[src/rtl/rv32i_types.sv]
// Shared RV32I cache/memory types used by the I-cache and D-cache line
// adaptors and by the memory arbiter.
package rv32i_types;

   localparam int S_LINE     = 256;
   localparam int S_BURST    = 64;
   localparam int LINE_BEATS = S_LINE / S_BURST;

   typedef logic [31:0]         rv32i_word;
   typedef logic [S_LINE-1:0]   llc_cacheline;
   typedef logic [S_BURST-1:0]  burst_word;

endpackage

[src/rtl/icache_line_adaptor_if.sv]
// Physical-memory burst bus between a line adaptor (master) and the
// memory arbiter or physical memory (slave).
interface icache_line_adaptor_if;
   import rv32i_types::*;

   rv32i_word address_o;
   logic      read_o;
   logic      write_o;
   burst_word burst_o;
   burst_word burst_i;
   logic      resp_i;

   modport master (
      output address_o, read_o, write_o, burst_o,
      input  burst_i, resp_i
   );

   modport slave (
      input  address_o, read_o, write_o, burst_o,
      output burst_i, resp_i
   );

endinterface

[src/rtl/icache_line_adaptor.sv]
// Converts 256-bit I-cache line transfers into four ascending 64-bit beats
// on the memory burst bus. Every output comes from a register or from the
// state register alone, so no input reaches an output combinationally.
module icache_line_adaptor
   import rv32i_types::*;
(
   input  logic                   clk,
   input  logic                   rst,
   input  rv32i_word              address_i,
   input  logic                   read_i,
   input  logic                   write_i,
   input  llc_cacheline           line_i,
   output llc_cacheline           line_o,
   output logic                   resp_o,
   icache_line_adaptor_if.master  mem
);

   typedef enum logic [1:0] {
      IDLE,
      RD_BURST,
      WR_BURST,
      DONE
   } line_adaptor_state_t;

   line_adaptor_state_t                    state_q;
   logic [1:0]                             cnt_q;
   rv32i_word                              addr_q;
   logic [LINE_BEATS-1:0][S_BURST-1:0]     lineBeats_q;
   logic [LINE_BEATS-1:0][S_BURST-1:0]     writeBuf_q;

   // Main FSM: accepts a request in IDLE (read wins over write), counts
   // acknowledged beats through the burst, then spends one cycle in DONE.
   // The read line lives in its own register so write-backs never disturb it.
   always_ff @(posedge clk) begin
      if (rst) begin
         state_q     <= IDLE;
         cnt_q       <= '0;
         addr_q      <= '0;
         lineBeats_q <= '0;
         writeBuf_q  <= '0;
      end else begin
         case (state_q)
            IDLE: begin
               if (read_i) begin
                  addr_q  <= address_i & 32'hFFFF_FFE0;
                  state_q <= RD_BURST;
               end else if (write_i) begin
                  addr_q     <= address_i & 32'hFFFF_FFE0;
                  writeBuf_q <= line_i;
                  state_q    <= WR_BURST;
               end
            end
            RD_BURST: begin
               if (mem.resp_i) begin
                  lineBeats_q[cnt_q] <= mem.burst_i;
                  cnt_q              <= cnt_q + 2'd1;
                  if (cnt_q == 2'd3) begin
                     state_q <= DONE;
                  end
               end
            end
            WR_BURST: begin
               if (mem.resp_i) begin
                  cnt_q <= cnt_q + 2'd1;
                  if (cnt_q == 2'd3) begin
                     state_q <= DONE;
                  end
               end
            end
            DONE: begin
               cnt_q   <= '0;
               state_q <= IDLE;
            end
            default: begin
               state_q <= IDLE;
            end
         endcase
      end
   end

   // Outputs decoded purely from registered state.
   always_comb begin
      resp_o      = (state_q == DONE);
      line_o      = lineBeats_q;
      mem.address_o = addr_q;
      mem.read_o  = (state_q == RD_BURST);
      mem.write_o = (state_q == WR_BURST);
      mem.burst_o = '0;
      if (state_q == WR_BURST) begin
         mem.burst_o = writeBuf_q[cnt_q];
      end
   end

endmodule

[src/flat_wrapper.sv]
// flat-port wrapper written by rule: the top's interface ports become plain ports
module icache_line_adaptor_flat import rv32i_types::*;
  (clk, rst, address_i, read_i, write_i, line_i, line_o, resp_o, mem_address_o, mem_read_o, mem_write_o, mem_burst_o, mem_burst_i, mem_resp_i);
  icache_line_adaptor_if mem_i ();
  input  logic clk;
  input  logic rst;
  input  rv32i_word address_i;
  input  logic read_i;
  input  logic write_i;
  input  llc_cacheline line_i;
  output llc_cacheline line_o;
  output logic resp_o;
  output wire logic [$bits(mem_i.address_o)-1:0] mem_address_o;
  output wire logic [$bits(mem_i.read_o)-1:0] mem_read_o;
  output wire logic [$bits(mem_i.write_o)-1:0] mem_write_o;
  output wire logic [$bits(mem_i.burst_o)-1:0] mem_burst_o;
  input wire logic [$bits(mem_i.burst_i)-1:0] mem_burst_i;
  input wire logic [$bits(mem_i.resp_i)-1:0] mem_resp_i;
  assign mem_address_o = mem_i.address_o;
  assign mem_read_o = mem_i.read_o;
  assign mem_write_o = mem_i.write_o;
  assign mem_burst_o = mem_i.burst_o;
  assign mem_i.burst_i = mem_burst_i;
  assign mem_i.resp_i = mem_resp_i;
  icache_line_adaptor u_core (.clk(clk), .rst(rst), .address_i(address_i), .read_i(read_i), .write_i(write_i), .line_i(line_i), .line_o(line_o), .resp_o(resp_o), .mem(mem_i));
endmodule
[config.mk]
export PLATFORM = sky130hd
export DESIGN_NAME = icache_line_adaptor_flat
export DESIGN_NICKNAME = d
export VERILOG_FILES = /design/src/rtl/rv32i_types.sv /design/src/rtl/icache_line_adaptor_if.sv /design/src/rtl/icache_line_adaptor.sv /design/src/flat_wrapper.sv
export SDC_FILE = /design/constraint.sdc
export NUM_CORES = 1
export LEC_CHECK = 0
export CAP_MARGIN = 0
export CORE_AREA = 5 5 273 275
export CTS_CLUSTER_SIZE = 16
export DETAILED_ROUTE_END_ITERATION = 16
export DIE_AREA = 0 0 278 280
export GPL_ROUTABILITY_DRIVEN = 0
export HOLD_SLACK_MARGIN = 0.1
export SLEW_MARGIN = 10
export SYNTH_ARGS = -nofsm -noshare
export SYNTH_HDL_FRONTEND = slang
export SYNTH_SLANG_ARGS = --single-unit
[constraint.sdc]
create_clock -name clk -period 2 [get_ports clk]
set_clock_uncertainty 0.1 [all_clocks]
set_input_delay 0.2 -clock clk [delete_from_list [all_inputs] [get_ports clk]]
set_output_delay 0.2 -clock clk [all_outputs]
set_load 0.03 [all_outputs]
==> summary.log <==
INFO  synth          total_number_of_yosys_warnings=0
INFO  power          p_switching=9910uW
INFO  placed_design  placed_cell_area=0.0294mm2
INFO  route          postRouteWirelength=93300um
INFO  route          detailroute.via_count=22000
INFO  synth          yosysMostFrequentCell=nand2_1
INFO  synth          netlist_area=0.0207mm2
INFO  placed_design  dp_hpwl=59700um
INFO  synth          post_synth_xor_area_fraction=0%
INFO  layout         design.final.nets=3961
INFO  route          drt_pass1_iterations=7
INFO  worst_setup_path critical_path.reg2reg.endpoint=u_core.line_o[39]
INFO  route          postRouteAntennaNets=0
INFO  power          clockPowerShare=35.0%
INFO  power          power.density=906mW/mm2
INFO  run_status     outcome=finished with violations
INFO  worst_setup_path worstReg2RegStart=u_core.cnt_q[0]
INFO  synth          postSynthAreaPerCell=8.19um2
INFO  synth          post_synth_main_area_contributors=dfxtp_1 52%, nand2_1 20%, a21oi_1 13%, mux4_2 6.9%, buf_2 2.2%
INFO  run_status     failed_checks=setup timing
INFO  cts            ctsHtreeMaxLevel=2
INFO  grt            grt_pass1_wl=134000um
INFO  cts            numCtsBuffers=60
INFO  floorplan      die-width=278um
INFO  sta            fmax=391MHz
INFO  floorplan      initial_core_util=28.8%
INFO  synth          netlist-cell-type-count=29
INFO  grt            antenna_violations_before_repair=15
INFO  layout         fin_util=50.7%
INFO  grt            groute.usage.overall=22.1%
INFO  floorplan      pin_count=712
INFO  power          vdd.ir_drop.worst=732uV
INFO  grt            first_global_vias=21500
INFO  sta            final.hold.worst_slack=0.133ns
INFO  cts            cts.path.max_buffers=3
INFO  synth          ys_dominant_reg_cell=dfxtp_1
INFO  worst_setup_path setup.worst_path.end=mem_burst_o[61]
INFO  worst_setup_path worstPathMaxFanout=4
INFO  synth          yosys.area_share.simple=22.0%
INFO  synth          synthMuxAreaShare=7.05%
INFO  synth          yosys.area.top_type=dfxtp_1
INFO  placed_design  place.port_buffers=701
INFO  sta            timing.final.crit_period=2.56ns
INFO  worst_setup_path worst_ep_arrival_time=2.26ns
INFO  floorplan      die_h=280um
INFO  cts            cts.clk_slew.worst_paths=0.06ns
INFO  grt            grt_start_max_net_pins=72
INFO  floorplan      coreArea=0.0721mm2
INFO  worst_setup_path crit_start=u_core.cnt_q[0]
INFO  route          wire_per_inst=20.2um
INFO  min_path       min_path_type=input port to register
INFO  route          drt_first_iter_violations=1603
INFO  layout         fin_area=0.0365mm2
INFO  worst_setup_path crit_required=1.70ns
INFO  sta            final_hold_fails=0
INFO  route          met2WireLength=45100um
INFO  sta            relSlewSlack=64.3%
INFO  placed_design  dp_worst_setup_slack=-0.278ns
INFO  sta            grt_setup_unrepaired=yes
INFO  synth          postSynthRegisterBits=543
INFO  layout         synthToLayoutAreaGrowth=76.2%
INFO  floorplan      rows=99
INFO  floorplan      die-area=0.0778mm2
INFO  power          internal_power=23200uW
INFO  route          top_signal_layer_used=met4
INFO  power          comb_power_share=27.8%
INFO  synth          netlist_top_cells_count=1079 x nand2_1, 544 x a21oi_1, 543 x dfxtp_1
INFO  job            drv_cap=0
INFO  worst_setup_path reg2reg_depth=12
INFO  synth          synth_edf_count=0
INFO  sta            setup_slack=-0.555ns
INFO  worst_setup_path rrSetupSlack=-0.13ns
INFO  cts            worst_skew_pair.late_latency=0.63ns
INFO  synth          synth-seq-area-share=52.4%
INFO  grt            sum_of_overflow_across_all_layers_after_global_routing=0
INFO  worst_setup_path crit_type=register to output port
INFO  cts            cts.sinks=543
INFO  synth          synth_compound_gate_area_share=13.3%
INFO  route          met1_length=37700um
INFO  cts            clk_root_buffer_cell=clkbuf_16
INFO  route          vias_per_cell=4.75
INFO  sta            post-route-period-util=128%
INFO  layout         post_route_cells_drive_above_1_share=15.5%
INFO  sta            setup_viol=203
INFO  sta            slew_of_the_pin_with_the_lowest_slew_margin=0.534ns
INFO  power          cellLeakagePower=0.0137uW
INFO  power          sequential_group_share_of_total_power=37.2%
INFO  worst_setup_path endpoint_kind=output port
INFO  synth          share_of_synthesized_registers_carrying_an_async_set_or_reset=0%
INFO  synth          synth_top_family_by_area=simple AND/OR/NAND/NOR gates
INFO  worst_setup_path setup.worst_path.start_class=register
INFO  power          share_of_total_power_consumed_by_net_switching=29.9%
INFO  sta            maxSlewViolCount=0
INFO  synth          fraction_of_the_mapped_netlist_area_in_adder_cells=0.483%
INFO  route          detail_route_met3_wl=6400um
INFO  sta            totalNegativeSetupSlack=-35.51ns
INFO  synth          post-synth-top-area-fraction=52.4%
INFO  synth          post_syn_instances=2534
INFO  cts            cts_tree=done
INFO  route          remaining_drc_errors=0
cell usage in the layout, fill, tap and decap left out, types with 5 or more instances in the layout:
master and count:
buf_6 91, diode_2 14, a21oi_2 28, clkdlybuf4s50_1 525, clkinv_2 15, buf_12 61
clkbuf_8 15, clkbuf_1 9, a21oi_1 516, buf_4 79, dlygate4sd2_1 108, bufinv_16 6
ha_4 7, conb_1 5, clkbuf_16 67, dfxtp_1 539, buf_16 23, mux4_2 64
dlygate4sd3_1 288, nand2_1 1076, and2_4 63, buf_8 14
worst min path at each step:
stage	start	end	cells past startpoint
after floorplan	line_i[0]	u_core.writeBuf_q[0]	2
after global placement	u_core.writeBuf_q[241]	u_core.writeBuf_q[241]	2
after global routing	mem_burst_i[35]	u_core.line_o[163]	3
after CTS	mem_burst_i[35]	u_core.line_o[163]	3
final	line_i[122]	u_core.writeBuf_q[122]	3
after detailed placement	u_core.writeBuf_q[241]	u_core.writeBuf_q[241]	2
flip-flops by register name (all words and copies together) (netlist names):
register,cells
u_core.line_o,256
u_core.cnt_q,2
u_core.state_q,2
u_core.mem.address_o,27
u_core.writeBuf_q,256
per-stage QoR:
step / power [uW] / cells
6_report: 33100 / 4619
5_1_grt: 34500 / 4617
4_1_cts: 33000 / 4589
3_5_place_dp: 19700 / 4109
3_3_place_gp: 19600 / 4109
2_1_floorplan: 16400 / 2538
power groups by stage:
| stage | combinational, uW | clock [uW] | sequential, uW |
|---|---|---|---|
| 2_1_floorplan | 3360 | 0 | 13000 |
| 3_3_place_gp | 7100 | 0 | 12500 |
| 3_5_place_dp | 7120 | 0 | 12500 |
| 4_1_cts | 8910 | 11800 | 12300 |
| 5_1_grt | 9800 | 12300 | 12400 |
| 6_report | 9220 | 11600 | 12300 |
cell families after synthesis:
kind of cell	Yosys count
adder cells (fa/ha/maj)	8
AND/OR/NAND/NOR	1160
multiplexers	66
other	1
AO/OA/AOI/OAI	548
flip-flops	543
buffers and inverters	208
layer usage:
layer	vias to the layer above	track usage (%)
li1	10500	-
met1	10500	27.6
met2	847	37.7
met3	196	4.58
met4	0	8.94
met5	-	0
area by class of cell:
type,instances,area [um2]
clock inverters,28,333
repair buffers,1200,13000
inverters,4,17.5
well taps,959,1200
flip-flops and latches,543,10900
multi-input cells,1787,9310
fillers,6552,35500
diodes,14,35.0
clock buffers,84,1740
critical path: stages (launching register included):
cell	delay (ns)
dfxtp_4	0.39
buf_6	0.15
buf_8	0.12
mux4_2	0.62
and2_4	0.21
buf_6	0.13
repair_timing:
action	in CTS	in global routing
setup buffers	55	12
hold buffers	288	0
hold endpoints to repair	384	0
pin swaps	37	14
endpoints found under the setup margin	431	579
cloned	25	8
gates resized for setup	560	67
No activity file was read; power rests on OpenSTA's default activity.
